[config.mk]
export PLATFORM = sky130hd
export DESIGN_NAME = rom_arbiter
export DESIGN_NICKNAME = d
export VERILOG_FILES = /design/src/rtl/rom_arbiter_pkg.sv /design/src/rtl/rr_arbiter2.sv /design/src/rtl/rom_arbiter.sv
export SDC_FILE = /design/constraint.sdc
export NUM_CORES = 1
export LEC_CHECK = 0
export ABC_AREA = 1
export BUFFER_PORTS_ARGS = -buffer_cell sky130_fd_sc_hd__buf_2
export CORE_MARGIN = 2
export CORE_UTILIZATION = 46
export CTS_CLUSTER_SIZE = 25
export DETAILED_ROUTE_END_ITERATION = 7
export PLACE_DENSITY = 0.79
export SLEW_MARGIN = 20
export SYNTH_ARGS = -nofsm -noshare
export SYNTH_HDL_FRONTEND = slang
export SYNTH_SLANG_ARGS = --single-unit
[constraint.sdc]
create_clock -name clk -period 1.3 [get_ports clk]
set_input_delay 0.065 -clock clk [delete_from_list [all_inputs] [get_ports clk]]
set_output_delay 0.065 -clock clk [all_outputs]
set_load 0.02 [all_outputs]
[src/rtl/rom_arbiter_pkg.sv]
// Shared types and constants for the two-requester ROM arbiter.
package rom_arbiter_pkg;

  // Transaction FSM: accept a request, read the ROM, hold the response.
  typedef enum logic [1:0] {
    IDLE = 2'd0,
    READ = 2'd1,
    RESP = 2'd2
  } state_t;

  // Requester ids; also the encoding of the last-grant register.
  localparam logic REQ_IF = 1'b0;
  localparam logic REQ_DM = 1'b1;

  // Full-width range check so huge addresses never alias into the ROM.
  function automatic logic addr_in_range(input logic [31:0] addr,
                                         input logic [31:0] depth);
    return (addr < depth);
  endfunction

endpackage

[src/rtl/rr_arbiter2.sv]
// Two-way round-robin grant: a lone requester always wins, a tie goes
// to the requester that was not granted last.
module rr_arbiter2
  import rom_arbiter_pkg::*;
(
  input  logic       valid_if,
  input  logic       valid_dm,
  input  logic       last_grant,
  output logic [1:0] grant       // bit 0 = fetch, bit 1 = data-load
);

  // Pick one requester, alternating on ties.
  always_comb begin
    grant = 2'b00;
    if (valid_if && valid_dm) begin
      grant = (last_grant == REQ_IF) ? 2'b10 : 2'b01;
    end else if (valid_if) begin
      grant = 2'b01;
    end else if (valid_dm) begin
      grant = 2'b10;
    end else begin
      grant = 2'b00;
    end
  end

endmodule

[src/rtl/rom_arbiter.sv]
// Arbitrates fetch and data-load reads onto one combinational ROM port
// and returns a registered word (or an out-of-range error) to the winner.
module rom_arbiter
  import rom_arbiter_pkg::*;
#(
  parameter int MEM_DEPTH = 256,
  parameter int DATA_W    = 32
) (
  input  logic              clk,
  input  logic              reset,
  input  logic              if_valid,
  input  logic [31:0]       if_addr,
  output logic              if_ready,
  output logic              if_resp_valid,
  input  logic              if_resp_ready,
  input  logic              dm_valid,
  input  logic [31:0]       dm_addr,
  output logic              dm_ready,
  output logic              dm_resp_valid,
  input  logic              dm_resp_ready,
  output logic [DATA_W-1:0] resp_data,
  output logic              resp_err,
  output logic [31:0]       rom_address,
  input  logic [DATA_W-1:0] rom_data
);

  localparam logic [31:0] DEPTH = 32'(MEM_DEPTH);

  state_t      state;
  state_t      state_next;
  logic        last_grant;   // owner of the transaction in READ/RESP
  logic [31:0] addr_q;
  logic [1:0]  grant;
  logic        accept;

  rr_arbiter2 u_rr (
    .valid_if   (if_valid),
    .valid_dm   (dm_valid),
    .last_grant (last_grant),
    .grant      (grant)
  );

  // State register.
  always_ff @(posedge clk) begin
    if (reset) begin
      state <= IDLE;
    end else begin
      state <= state_next;
    end
  end

  // Next state and handshake outputs; everything is held low while in reset.
  always_comb begin
    state_next    = state;
    accept        = 1'b0;
    if_ready      = 1'b0;
    dm_ready      = 1'b0;
    if_resp_valid = 1'b0;
    dm_resp_valid = 1'b0;
    rom_address   = 32'd0;
    if (reset) begin
      state_next = IDLE;
    end else begin
      case (state)
        IDLE: begin
          if (grant != 2'b00) begin
            accept     = 1'b1;
            if_ready   = grant[0];
            dm_ready   = grant[1];
            state_next = READ;
          end else begin
            state_next = IDLE;
          end
        end
        READ: begin
          rom_address = addr_q;
          state_next  = RESP;
        end
        RESP: begin
          if (last_grant == REQ_IF) begin
            if_resp_valid = 1'b1;
            state_next    = if_resp_ready ? IDLE : RESP;
          end else begin
            dm_resp_valid = 1'b1;
            state_next    = dm_resp_ready ? IDLE : RESP;
          end
        end
        default: begin
          state_next = IDLE;
        end
      endcase
    end
  end

  // Latch the winner's address at accept; capture ROM word or error in READ.
  always_ff @(posedge clk) begin
    if (reset) begin
      last_grant <= REQ_DM;
      addr_q     <= 32'd0;
      resp_data  <= '0;
      resp_err   <= 1'b0;
    end else begin
      if (accept) begin
        last_grant <= grant[1] ? REQ_DM : REQ_IF;
        addr_q     <= grant[1] ? dm_addr : if_addr;
      end
      if (state == READ) begin
        if (addr_in_range(addr_q, DEPTH)) begin
          resp_data <= rom_data;
          resp_err  <= 1'b0;
        end else begin
          resp_data <= '0;
          resp_err  <= 1'b1;
        end
      end
    end
  end

endmodule
=== Word-level counts from Yosys, hierarchy flattened ===
Index checks and enable logic that the tools add are counted.

* Output and inout port bits: 69
* Bits of input ports: 102
* Logic and storage cells: 41
* Bits in registers: 68

* Eq/ne operators: 2
* Muxes and demuxes: 30
* Order comparisons: 1
* Reductions and logical operators: 3

{| class="wikitable"
|+ Operator list
! kind !! number
|-
| 32-bit 2-to-1 mux || 4
|-
| 32-bit by 9-bit < comparator with 1-bit output, second input constant || 1
|-
| 1-bit 2-to-1 mux || 18
|-
| 2-bit 2-to-1 mux || 7
|-
| 2-bit case mux with 3 select lines || 1
|-
| 2-bit by 1-bit == test with 1-bit output, second input constant || 1
|-
| 2-bit == test, second input constant || 1
|-
| 2-bit logical NOT || 1
|-
| 2-bit nonzero test || 1
|-
| 1-bit logical AND || 1
|}

=== Longest topological paths before layout ===
Gate-level depths: netlist (run 1).

* Word-level depth: 7
* Mapped depth: 9
* Depth with buffers taken out: 8

=== Hierarchy ===
From an unflattened synthesis (run 1), not the netlist that was laid out.

* Cells, all modules: 437
* Area, all modules: 3345.7 µm²

{| class="wikitable"
|+ Modules (own cells, without submodules)
! module !! area each (µm²) !! cells an instance !! instances !! sequential area each (µm²)
|-
| rom_arbiter || 3324.4 || 432 || 1 || 1361.3
|-
| rr_arbiter2 || 21.3 || 5 || 1 || 0.0
|}

=== Least setup slack after synthesis (run 1) ===
OpenSTA, ideal clock, no wires.

* Path kind: register -> output
* From: reg state[0]
* To: out rom_address[19]
* Stages on the path, launching flop included: 7
* Setup slack: -0.082 ns
* Arrival: 1.317 ns
* Cell sequence: dfxtp_1 > inv_2 > nor2_4 > inv_1 > buf_2 > buf_2 > nor3_1

* Longest elaborated chain between the ends: 3

{| class="wikitable"
|+ Ends and longest elaborated chain
! element !! RTL line !! RTL
|-
| start, declared || rom_arbiter.sv:29 || <nowiki>state_t state;</nowiki>
|-
| start signal, assigned || rom_arbiter.sv:48 || <nowiki>state <= state_next;</nowiki>
|-
| 2-bit by 1-bit == test with 1-bit output || rom_arbiter.sv:64 || <nowiki>case (state)</nowiki>
|-
| 32-bit 2-to-1 mux || rom_arbiter.sv:64 ||
|-
| 32-bit 2-to-1 mux || rom_arbiter.sv:61 || <nowiki>if (reset) begin</nowiki>
|-
| end, declared || rom_arbiter.sv:23 || <nowiki>output logic [31:0] rom_address,</nowiki>
|}

Every way passes these cells.

=== Worst setup path in the final report (run 1) ===
* From: reg addr_q[12]
* To: reg resp_data[19]

* Longest elaborated chain between the ends: 2

{| class="wikitable"
|+ Ends and longest elaborated chain
! element !! RTL line !! RTL
|-
| start, declared || rom_arbiter.sv:32 || <nowiki>logic [31:0] addr_q;</nowiki>
|-
| start signal, assigned || rom_arbiter.sv:105 || <nowiki>addr_q <= grant[1] ? dm_addr : if_addr;</nowiki>
|-
| 32-bit by 9-bit < comparator with 1-bit output || rom_arbiter_pkg.sv:18 || <nowiki>return (addr < depth);</nowiki>
|-
| 32-bit 2-to-1 mux || rom_arbiter.sv:108 || <nowiki>if (addr_in_range(addr_q, DEPTH)) begin</nowiki>
|-
| end signal, assigned || rom_arbiter.sv:109 || <nowiki>resp_data <= rom_data;</nowiki>
|-
| end, declared || rom_arbiter.sv:21 || <nowiki>output logic [DATA_W-1:0] resp_data,</nowiki>
|}

Every way passes these cells.
A chain may end at the register's enable or synchronous reset.

==> flow_summary_export.csv, run 1 <==
group,metric,value,unit
outcome,status,"finished with violations",
outcome,violations,"negative setup slack",
timing,fmax,666,MHz
yosys,netlist.top_cell.by_area,"dfxtp_1",
clocking,path_clk_slew,80,ps
placement,io_buffers,170,
cells_and_area,fin_nets,838,
die,rows,31,
placement,dp_hpwl,7200,µm
die,fp.dieArea,8170,µm²
detailed_routing,num_vias,4497,
cells_and_area,final_layout_size_suffix_gt1_share,52.1,%
global_route,overflow,0,
die,chipWidth,90.4,µm
cells_and_area,final_util,82.9,%
yosys,yosys.area.top_type_share,39.6,%
timing,finalCritPeriodShare,116,%
power_and_ir_drop,p_leak,0.00273,µW
timing,finClkSkew,13.0,ps
global_route,track_usage,28.8,%
critical_path,worst_path_max_delay_cell,"dfxtp_2",
timing,grt_setup_unrepaired,"yes",
flow_run,drv_cap,0,
global_route,grt_pass1_vias,4120,
die,io_pins,171,
power_and_ir_drop,ir_drop,0.565,mV
timing,hold_viol,0,
detailed_routing,drt-initial-drc-count,259,
global_route,grt_max_degree,45,
detailed_routing,wire_per_inst,16.9,µm
yosys,synth_cell_types,27,
global_route,antenna_found_initial,0,
clocking,cts.path.max_buffers,2,
timing,setup_viol,102,
critical_path,crit_path_max_incr_delay,330,ps
yosys,netlist_instances,510,
placement,globalplace.congestion,0.801,
power_and_ir_drop,pwr_density_cell,1050,nW/µm²
detailed_routing,postRouteAntennaNets,0,
cells_and_area,areaGrowthSynthToFinish,75.0,%
cells_and_area,regArea,1380,µm²
clocking,clock_sinks,68,
global_route,grt_pass1_wl,19100,µm
clocking,worstSkewPairLatency,350,ps
critical_path,cp_data_required_time,1560,ps
die,core-area,7250,µm²
clocking,h-tree-depth,3,
timing,max_slew_margin,59.9,%
detailed_routing,drc,0,
critical_path,worstPathMaxFanout,8,
yosys,netlist_area,3430,µm²
critical_path,critPathLaunchType,"register",
critical_path,worstPathArrival,1760,ps
timing,period_minus_slack,1500,ps
detailed_routing,wl,14200,µm
yosys,ys_seq_area_share,39.6,%
detailed_routing,viasPerCell,5.35,
yosys,synth_top_cells_by_area,"dfxtp_1 40%, nand2_1 14%, nor2_1 9.7%, nand3_1 8.2%, o21ai_1 4.2%",
timing,worst_slack,-202,ps
timing,slew_violations,0,
timing,worst_pin_slew,601,ps
critical_path,path_class,"reg2reg",
die,die_h,90.4,µm
cells_and_area,finalInstanceArea,6010,µm²
clocking,cts_buffers,9,
detailed_routing,drtPass1Iterations,5,
critical_path,crit_chain,"inv_2, nand2_1, nor2_1, nand2_1, nor2_4, buf_6, buf_12, nand3_1, a21oi_1",
min_path,hold_path_class,"in2reg",
clocking,cts-root-buf,"clkbuf_8",
yosys,synth_nets,612,
cells_and_area,multi_input_area,2230,µm²
critical_path,crit_top_cell,"nand2_1",
yosys,ys_warn_count,0,
placement,placed_cell_area,4400,µm²
clocking,cts_tree,"yes",
cells_and_area,fillerInstances,402,
die,start_util,47.4,%
critical_path,setup.worst_path.end_class,"register",
yosys,ys_ff_latch,68,
cells_and_area,antenna_cells,0,
yosys,synth.avg_cell_area,6.73,µm²
critical path: cells and delay by family (launching register included):
family                 cells  cell delay (ps)
buffers and inverters      3              340
AOI/OAI and AO/OA          1              200
DFF                        1              330
and+or+nand+nor            5              540
registers in the layout, indices dropped and copies added, names as in the netlist:
signal and cells:
resp_data 32, last_grant 1, addr_q 32, state 2, resp_err 1
routing by layer:
metal | vias up | part of all wire, % | global-route usage [%]
met5 | - | 0 | 0
met2 | 247 | 52 | 51.9
met4 | 0 | 5.1 | 13.3
met3 | 59 | 7.5 | 6.18
li1 | 2089 | - | -
met1 | 2102 | 35 | 32.4
stage by stage:
| step | cells | TNS, ps | hold WS [ps] | setup slack [ps] | power [µW] |
|---|---|---|---|---|---|
| floorplan | 510 | -1130 | 209 | -82.0 | 3210 |
| global placement | 760 | -4.43 | 324 | -4.43 | 3620 |
| detailed placement | 760 | -1350 | 327 | -57.3 | 3660 |
| CTS | 829 | -7890 | 3.09 | -155 | 5700 |
| global route | 840 | -20150 | 33.2 | -292 | 6510 |
| finish | 840 | -14310 | 29.5 | -202 | 6300 |
synthesized netlist by cell type (all sizes together):
master and count:
o211ai 1, nor2 93, nand2 131, nand3 66, o21ai 33, buf 28
nor4 2, a21oi 34, dfxtp 68, inv 25, nor3 16, nand4 1
clkbuf 12
area by class of cell:
cell class              instances  share of cell area [%]
inverters                      25                    1.81
repair buffers                254                    32.7
clock inverters                 5                   0.874
well taps                      99                    2.06
multi-input cells             377                    37.1
repair inverters                1                   0.271
flip-flops and latches         68                    23.0
clock buffers                  11                    2.19
power breakdown:
part	internal, µW	switching, µW
logic	999	1240
clock network	878	837
registers	2230	111
total	4110	2190
logic make-up (layout without fill, tap and decap cells):
group	count (synthesis)	count (layout)	synth area share, %
buffers and inverters	65	296	9.91
AOI/OAI and AO/OA	68	68	10.9
DFF	68	68	39.6
and+or+nand+nor	309	309	39.6
path summary, 6_finish.rpt:
| path | slack (ps) | end | cells after the start | start |
|---|---|---|---|---|
| setup / recovery | -200 | resp_data[19] | 9 | addr_q[12] |
| hold / removal | 30 | resp_data[9] | 3 | rom_data[9] |
| setup reg to reg | -200 | resp_data[19] | 9 | addr_q[12] |
| hold reg to reg | 470 | resp_data[7] | 2 | resp_data[7] |
cells in the final DEF, fill, tap and decap left out, types with 5 or more instances in the layout:
cell	synthesis	routed
inv_2	7	19
nor2_1	89	53
nand3_2	10	19
a21oi_2	8	10
nor3_2	0	10
o21ai_2	0	12
dfxtp_1	68	56
buf_4	4	49
a21oi_1	26	24
dlygate4sd3_1	0	31
nand3_1	56	41
nor3_4	0	5
nand3_4	0	6
buf_2	11	135
nor2_2	1	26
nand2_1	127	121
clkbuf_8	0	9
nand2_2	3	7
buf_12	1	11
nor2_4	3	14
buf_6	5	22
dfxtp_2	0	10
o21ai_1	29	16
timing repair:
action                                  4_1_cts  5_1_grt
hold endpoints to repair                     31        0
pin swaps                                     6       23
buffers inserted                             17        9
hold buffers                                 31        0
gates resized for setup                     105      111
endpoints found under the setup margin       94      102
cloned                                        5        5
Note: power is estimated with default switching activity, not from simulation.
==> inputs of run 2 (changes only) <==
--- a/config.mk
+++ b/config.mk
@@ -7,8 +7,10 @@
 export LEC_CHECK = 0
 export ABC_AREA = 1
 export BUFFER_PORTS_ARGS = -buffer_cell sky130_fd_sc_hd__buf_2
+export CELL_PAD_IN_SITES_DETAIL_PLACEMENT = 2
+export CELL_PAD_IN_SITES_GLOBAL_PLACEMENT = 2
 export CORE_MARGIN = 2
-export CORE_UTILIZATION = 46
+export CORE_UTILIZATION = 23
 export CTS_CLUSTER_SIZE = 25
 export DETAILED_ROUTE_END_ITERATION = 7
 export PLACE_DENSITY = 0.79
==> run 2 against run 1 <==
The flow still finishes with violations (negative setup slack). Cell area up 6.7%. Clock power up 73%. Combinational power up 8.9%. Maximum frequency down 5.8%. Critical path depth up 1. Core utilization down 39 points. Global-route usage down 7.5 points. First-iteration DRC count down 29%. Cell count up 9.9%. Clock skew down 4.0 ps. Die area up 95%. Via count up 1.7%. Critical endpoint is now addr_q[4]. Largest power group is now clock. Highest routed layer unchanged.
==> flow_summary_export.csv, run 2 (synthesis results as in run 1) <==
group,metric,value,unit
cells_and_area,final_layout_size_suffix_gt1_share,51.8,%
placement,globalplace.congestion,0.747,
timing,setup_viol,103,
placement,dp_slack,-139,ps
global_route,track_usage,21.3,%
outcome,status,"finished with violations",
power_and_ir_drop,p_leak,0.00287,µW
timing,slew_violations,0,
power_and_ir_drop,pwr_density_cell,1220,nW/µm²
critical_path,reg2regPathDepth,10,
timing,worst_pin_slew,519,ps
min_path,hold_path_class,"in2reg",
timing,max_slew_margin,65.4,%
critical_path,regToRegSetupSlack,-290,ps
detailed_routing,drtPass1Iterations,4,
critical_path,cp_data_required_time,1540,ps
detailed_routing,wire_per_inst,22.4,µm
cells_and_area,finalInstanceArea,6410,µm²
critical_path,worstPathArrival,1830,ps
placement,dp_hpwl,10300,µm
detailed_routing,viasPerCell,4.95,
detailed_routing,postRouteAntennaNets,0,
detailed_routing,wl,20700,µm
critical_path,path_class,"reg2reg",
global_route,grt_pass1_vias,4739,
critical_path,setup.worst_path.end_class,"register",
critical_path,r2r_end,"addr_q[4]",
detailed_routing,drt-initial-drc-count,183,
global_route,grt_max_degree,37,
cells_and_area,reg_top3,"addr_q x32, resp_data x32, state x2",
min_path,min_to,"resp_data[14]",
global_route,grt_pass1_wl,26400,µm
detailed_routing,wl_met2,11000,µm
min_path,whs_path_depth,3,
timing,period_minus_slack,1590,ps
die,die_h,126,µm
detailed_routing,drc,0,
die,core-area,14600,µm²
power_and_ir_drop,intPower,5210,µW
clocking,clock_sinks,68,
critical_path,critPathLaunchType,"register",
detailed_routing,num_vias,4572,
timing,whs,5.92,ps
timing,worst_slack,-295,ps
die,rows,44,
detailed_routing,met3_wirelength,1080,µm
die,fp.dieArea,15900,µm²
power_and_ir_drop,p_clk_share,38.2,%
outcome,violations,"negative setup slack",
die,start_util,23.5,%
clocking,worstSkewPairLatency,360,ps
clocking,cts.path.max_buffers,2,
cells_and_area,fin_nets,834,
detailed_routing,wl_met1,7820,µm
critical_path,r2r_start,"state[0]",
cells_and_area,layout_common_cells,"134 x buf_2, 124 x nand2_1, 60 x dfxtp_1, 55 x nand3_1, 46 x nor2_1",
power_and_ir_drop,seq_power_share,30.5,%
flow_run,drv_cap,0,
cells_and_area,layout_commonest_cell,"buf_2",
global_route,antenna_found_initial,3,
clocking,cts_buffers,9,
clocking,cts-root-buf,"clkbuf_16",
placement,io_buffers,170,
clocking,path_clk_slew,60,ps
timing,finClkSkew,9.02,ps
critical_path,worstPathMaxFanout,32,
clocking,cts_tree,"yes",
die,io_pins,171,
timing,finalCritPeriodShare,123,%
timing,grt_setup_unrepaired,"yes",
global_route,overflow,0,
power_and_ir_drop,pwr-share-comb,31.3,%
die,chipWidth,126,µm
timing,fmax,627,MHz
timing,hold_viol,0,
min_path,min_from,"rom_data[14]",
power_and_ir_drop,finalPower,7790,µW
cells_and_area,areaGrowthSynthToFinish,86.7,%
critical_path,crit_start,"state[0]",
power_and_ir_drop,ir_drop,0.873,mV
power_and_ir_drop,swShare,33.1,%
power_and_ir_drop,p_switching,2580,µW
detailed_routing,routed.top_layer,"met4",
clocking,h-tree-depth,3,
placement,placed_cell_area,4520,µm²
run 2: changes by cell type in the layout (fill, tap and decap cells not counted), moves of 7 or more:
cell,change
buf_6,+11
nand3_2,-9
buf_4,-14
nor2_1,-7
clkbuf_8,-8
nor3_4,+7
nor2_4,+8
nand3_1,+14
clkbuf_16,+11
run 2: how the worst max path moves through the flow:
| stage | endpoint | slack [ps] | cells past startpoint |
|---|---|---|---|
| after detailed placement | addr_q[13] | -140 | 8 |
| after global placement | addr_q[14] | -40 | 8 |
| after floorplan | rom_address[19] | -80 | 6 |
| after global routing | resp_data[28] | -330 | 9 |
| final | addr_q[4] | -290 | 10 |
| after CTS | rom_address[20] | -210 | 6 |
run 2: metrics by stage:
step                setup TNS (ps)  instances  util (%)
floorplan                    -1130        510         -
global placement              -304        847      31.0
detailed placement           -3900        847      31.0
CTS                         -14480        905      40.3
global route                -25080        923      43.9
finish                      -18800        923      43.9
run 2: critical path: stages, from the launching register on:
cell and delay, ps:
dfxtp_4 360, inv_4 80, buf_6 110, nand2_8 60, nor2_4 100, nand3_4 110, nand2_8 130, buf_12 120
inv_16 70, nor2_1 200, nor2_1 100
run 2: power by group through the flow:
| stage | clock network, µW | logic (µW) | registers [µW] |
|---|---|---|---|
| 6_report | 2980 | 2440 | 2370 |
| 5_1_grt | 3120 | 2590 | 2390 |
| 4_1_cts | 2980 | 1910 | 2330 |
| 3_5_place_dp | 0 | 1390 | 2360 |
| 3_3_place_gp | 0 | 1330 | 2350 |
| 2_1_floorplan | 0 | 858 | 2350 |
run 2: layout make-up:
type | instances | area (µm²)
Clock buffer | 10 | 239
Timing Repair Buffer | 251 | 2070
Clock inverter | 6 | 111
Sequential cell | 68 | 1380
Antenna cell | 2 | 5.00
Inverter | 25 | 115
Multi-Input combinational cell | 377 | 2260
Tap cell | 184 | 230
Fill cell | 1589 | 8180
run 2: repair_timing:
item / in CTS / in global routing
gates cloned: 4 / 7
hold endpoints to repair: 28 / 0
setup buffers: 10 / 10
hold buffers: 28 / 0
endpoints found under the setup margin: 100 / 104
gates resized for setup: 147 / 89
pin swaps: 4 / 21
run 2: routing by layer:
metal  vias up  GRT usage (%)
li1       2093              -
met5         -              0
met1      2229           25.0
met4         0           8.79
met3        54           4.42
met2       196           37.6
==> inputs of run 3 (changes only) <==
--- a/config.mk
+++ b/config.mk
@@ -5,15 +5,14 @@
 export SDC_FILE = /design/constraint.sdc
 export NUM_CORES = 1
 export LEC_CHECK = 0
-export ABC_AREA = 1
 export BUFFER_PORTS_ARGS = -buffer_cell sky130_fd_sc_hd__buf_2
 export CELL_PAD_IN_SITES_DETAIL_PLACEMENT = 2
 export CELL_PAD_IN_SITES_GLOBAL_PLACEMENT = 2
 export CORE_MARGIN = 2
-export CORE_UTILIZATION = 23
+export CORE_UTILIZATION = 27
 export CTS_CLUSTER_SIZE = 25
 export DETAILED_ROUTE_END_ITERATION = 7
-export PLACE_DENSITY = 0.79
+export PLACE_DENSITY_LB_ADDON = 0.1
 export SLEW_MARGIN = 20
 export SYNTH_ARGS = -nofsm -noshare
 export SYNTH_HDL_FRONTEND = slang
==> run 3 against run 2 <==
The run still ends with negative setup slack left. Via count is 15% lower. Core utilization is 2.9 points higher. Non-clock buffer count is 1 lower. Synthesized area is 9.9% higher. Sequential power is 2% lower. Register-to-register slack better by 60 ps. Wire length is 21% lower. Count of clock-buffer cells in the layout is 1 lower. Cell area is 0.64% higher. Worst hold slack worse by 3.8 ps. Clock skew is 0.83 ps higher. Highest routed layer unchanged.
==> flow_summary_export.csv, run 3 <==
group,metric,value,unit
outcome,status,"finished with violations",
outcome,violations,"negative setup slack",
critical_path,worstPathArrival,1510,ps
timing,setup_viol,103,
cells_and_area,final_layout_size_suffix_gt1_share,62.5,%
yosys,netlist.top_cell.by_area,"dfxtp_1",
timing,period_minus_slack,1570,ps
yosys,synth_nets,497,
placement,globalplace.congestion,0.730,
detailed_routing,wire_per_inst,20.3,µm
detailed_routing,drtPass1Iterations,6,
critical_path,critPathLaunchType,"register",
cells_and_area,fin_nets,716,
cells_and_area,areaGrowthSynthToFinish,71.0,%
yosys,ys_warn_count,0,
die,start_util,27.4,%
detailed_routing,drc,0,
cells_and_area,layout_commonest_cell,"buf_2",
clocking,h-tree-depth,3,
clocking,clock_sinks,68,
detailed_routing,postRouteAntennaNets,0,
power_and_ir_drop,ir_drop,0.614,mV
yosys,async_reset_ff_share,0,%
cells_and_area,fillerInstances,1456,
placement,dp_hpwl,9280,µm
critical_path,worstPathMaxFanout,10,
yosys,synth.avg_cell_area,9.55,µm²
yosys,synth_common_cells,"68 x dfxtp_1, 65 x nand2_1, 34 x a21oi_1, 34 x and2_1",
yosys,synth_cell_types,31,
die,rows,43,
yosys,synth_top_cells_by_area,"dfxtp_1 36%, o41ai_2 12%, a311oi_2 12%, nand3b_1 6.6%, nand2_1 6.5%",
detailed_routing,drt-initial-drc-count,129,
global_route,grt_max_degree,54,
die,fp.dieArea,14900,µm²
timing,hold_viol,0,
cells_and_area,final_util,46.8,%
yosys,yosys.area.top_type_share,36.1,%
global_route,track_usage,19.7,%
timing,worst_pin_slew,522,ps
min_path,hold_path_class,"in2reg",
clocking,cts-root-buf,"clkbuf_16",
critical_path,setup.worst_path.end_class,"output port",
power_and_ir_drop,finalPower,7460,µW
cells_and_area,layout_common_cells,"133 x buf_2, 65 x nand2_1, 61 x dfxtp_1, 46 x buf_6, 41 x buf_4",
timing,slew_violations,0,
global_route,antenna_found_initial,0,
yosys,ys_seq_area_share,36.1,%
clocking,cts_buffers,9,
detailed_routing,num_vias,3877,
placement,io_buffers,170,
die,chipWidth,122,µm
detailed_routing,viasPerCell,4.85,
die,die_h,122,µm
timing,fmax,636,MHz
detailed_routing,wl,16200,µm
yosys,ys_ff_latch,68,
clocking,cts_tree,"yes",
critical_path,cp_data_required_time,1240,ps
placement,dp_slack,-215,ps
yosys,netlist_area,3770,µm²
yosys,synth_edf_count,0,
global_route,grt_pass1_wl,22700,µm
yosys,yosysMostFrequentCell,"dfxtp_1",
die,io_pins,171,
timing,worst_slack,-273,ps
power_and_ir_drop,pwr_density_cell,1160,nW/µm²
global_route,grt_pass1_vias,4221,
cells_and_area,antenna_cells,0,
timing,finClkSkew,9.85,ps
timing,grt_setup_unrepaired,"yes",
clocking,path_clk_slew,60,ps
global_route,overflow,0,
die,core-area,13800,µm²
yosys,netlist_instances,395,
timing,max_slew_margin,65.2,%
clocking,cts.path.max_buffers,2,
flow_run,drv_cap,0,
power_and_ir_drop,p_leak,0.00302,µW
clocking,worstSkewPairLatency,330,ps
critical_path,path_class,"reg2out",
cells_and_area,reg_top3,"addr_q x32, resp_data x32, state x2",
timing,finalCritPeriodShare,121,%
yosys,synthFlopType,"dfxtp_1",
[run 3: cell count changes after synthesis, moves of 10 or more]
| cell | before | now |
|---|---|---|
| o41ai_2 | 0 | 29 |
| nand3_2 | 10 | 0 |
| o21ai_1 | 29 | 0 |
| nor2_1 | 89 | 2 |
| nor3_1 | 16 | 0 |
| a311oi_2 | 0 | 29 |
| nand2_1 | 127 | 65 |
| clkbuf_1 | 12 | 24 |
| nand3b_1 | 0 | 33 |
| and2_1 | 0 | 34 |
| nand3_1 | 56 | 1 |
| inv_1 | 17 | 33 |
[run 3: repair_timing]
action / in CTS / in global routing
gates cloned: 6 / 4
buffers inserted: 15 / 11
resized for setup: 113 / 61
hold buffers: 11 / 0
setup endpoints to repair: 76 / 103
endpoints found under the hold margin: 11 / 0
pin swaps: 20 / 24
[run 3: power by group]
part	internal (µW)	switching (µW)	total, µW
Clock	2260	970	3230
Combinational	926	984	1910
Sequential	2210	110	2320
[run 3: cell type report]
type	instances	area, µm²	area share, %
Sequential cell	68	1380	21.3
Clock buffer	9	225	3.49
Tap cell	180	225	3.49
Clock inverter	7	163	2.52
Timing Repair Buffer	250	2010	31.1
Inverter	33	124	1.92
Multi-Input combinational cell	252	2330	36.1
[run 3: final timing paths]
path | end | slack (ps) | depth (start not counted) | start
min reg2reg | resp_data[9] | 500 | 2 | resp_data[9]
max | rom_address[28] | -270 | 6 | state[1]
min | resp_data[5] | 2 | 3 | rom_data[5]
max reg2reg | addr_q[28] | -230 | 7 | state[1]
[run 3: logic make-up (layout without fill, tap and decap cells)]
| kind of cell | count (synthesis) | count (layout) | synth area share [%] |
|---|---|---|---|
| AOI/OAI and AO/OA | 102 | 102 | 31.0 |
| and+or+nand+nor | 149 | 149 | 23.3 |
| muxes | 1 | 1 | 0.265 |
| buffers and inverters | 75 | 299 | 9.38 |
| DFF | 68 | 68 | 36.1 |
[run 3: metal layers]
layer / wire length (µm) / up-vias / GRT usage, % / share of wire, %
li1: - / 1856 / - / -
met1: 6810 / 1895 / 23.7 / 42
met2: 8440 / 113 / 35.3 / 52
met3: 758 / 13 / 4.28 / 4.7
met4: 225 / 0 / 5.17 / 1.4
met5: 0 / - / 0 / 0
[run 3: critical path, stage by stage (launching register included)]
cell       delay (ps)
dfxtp_2           330
nand2b_4          160
nor2_4            130
buf_4             140
clkbuf_16         150
and2_1            140
buf_6             120
[run 3: through the flow]
| stage | TNS, ps | hold slack [ps] | instance area (µm²) | std cells |
|---|---|---|---|---|
| final | -19130 | 2.10 | 6450 | 799 |
| after floorplan | -651 | 210 | 3790 | 395 |
| after global placement | -2290 | 325 | 5050 | 743 |
| after CTS | -15820 | 0.197 | 6180 | 791 |
| after detailed placement | -4390 | 336 | 5050 | 743 |
| after global routing | -26380 | 1.50 | 6450 | 799 |
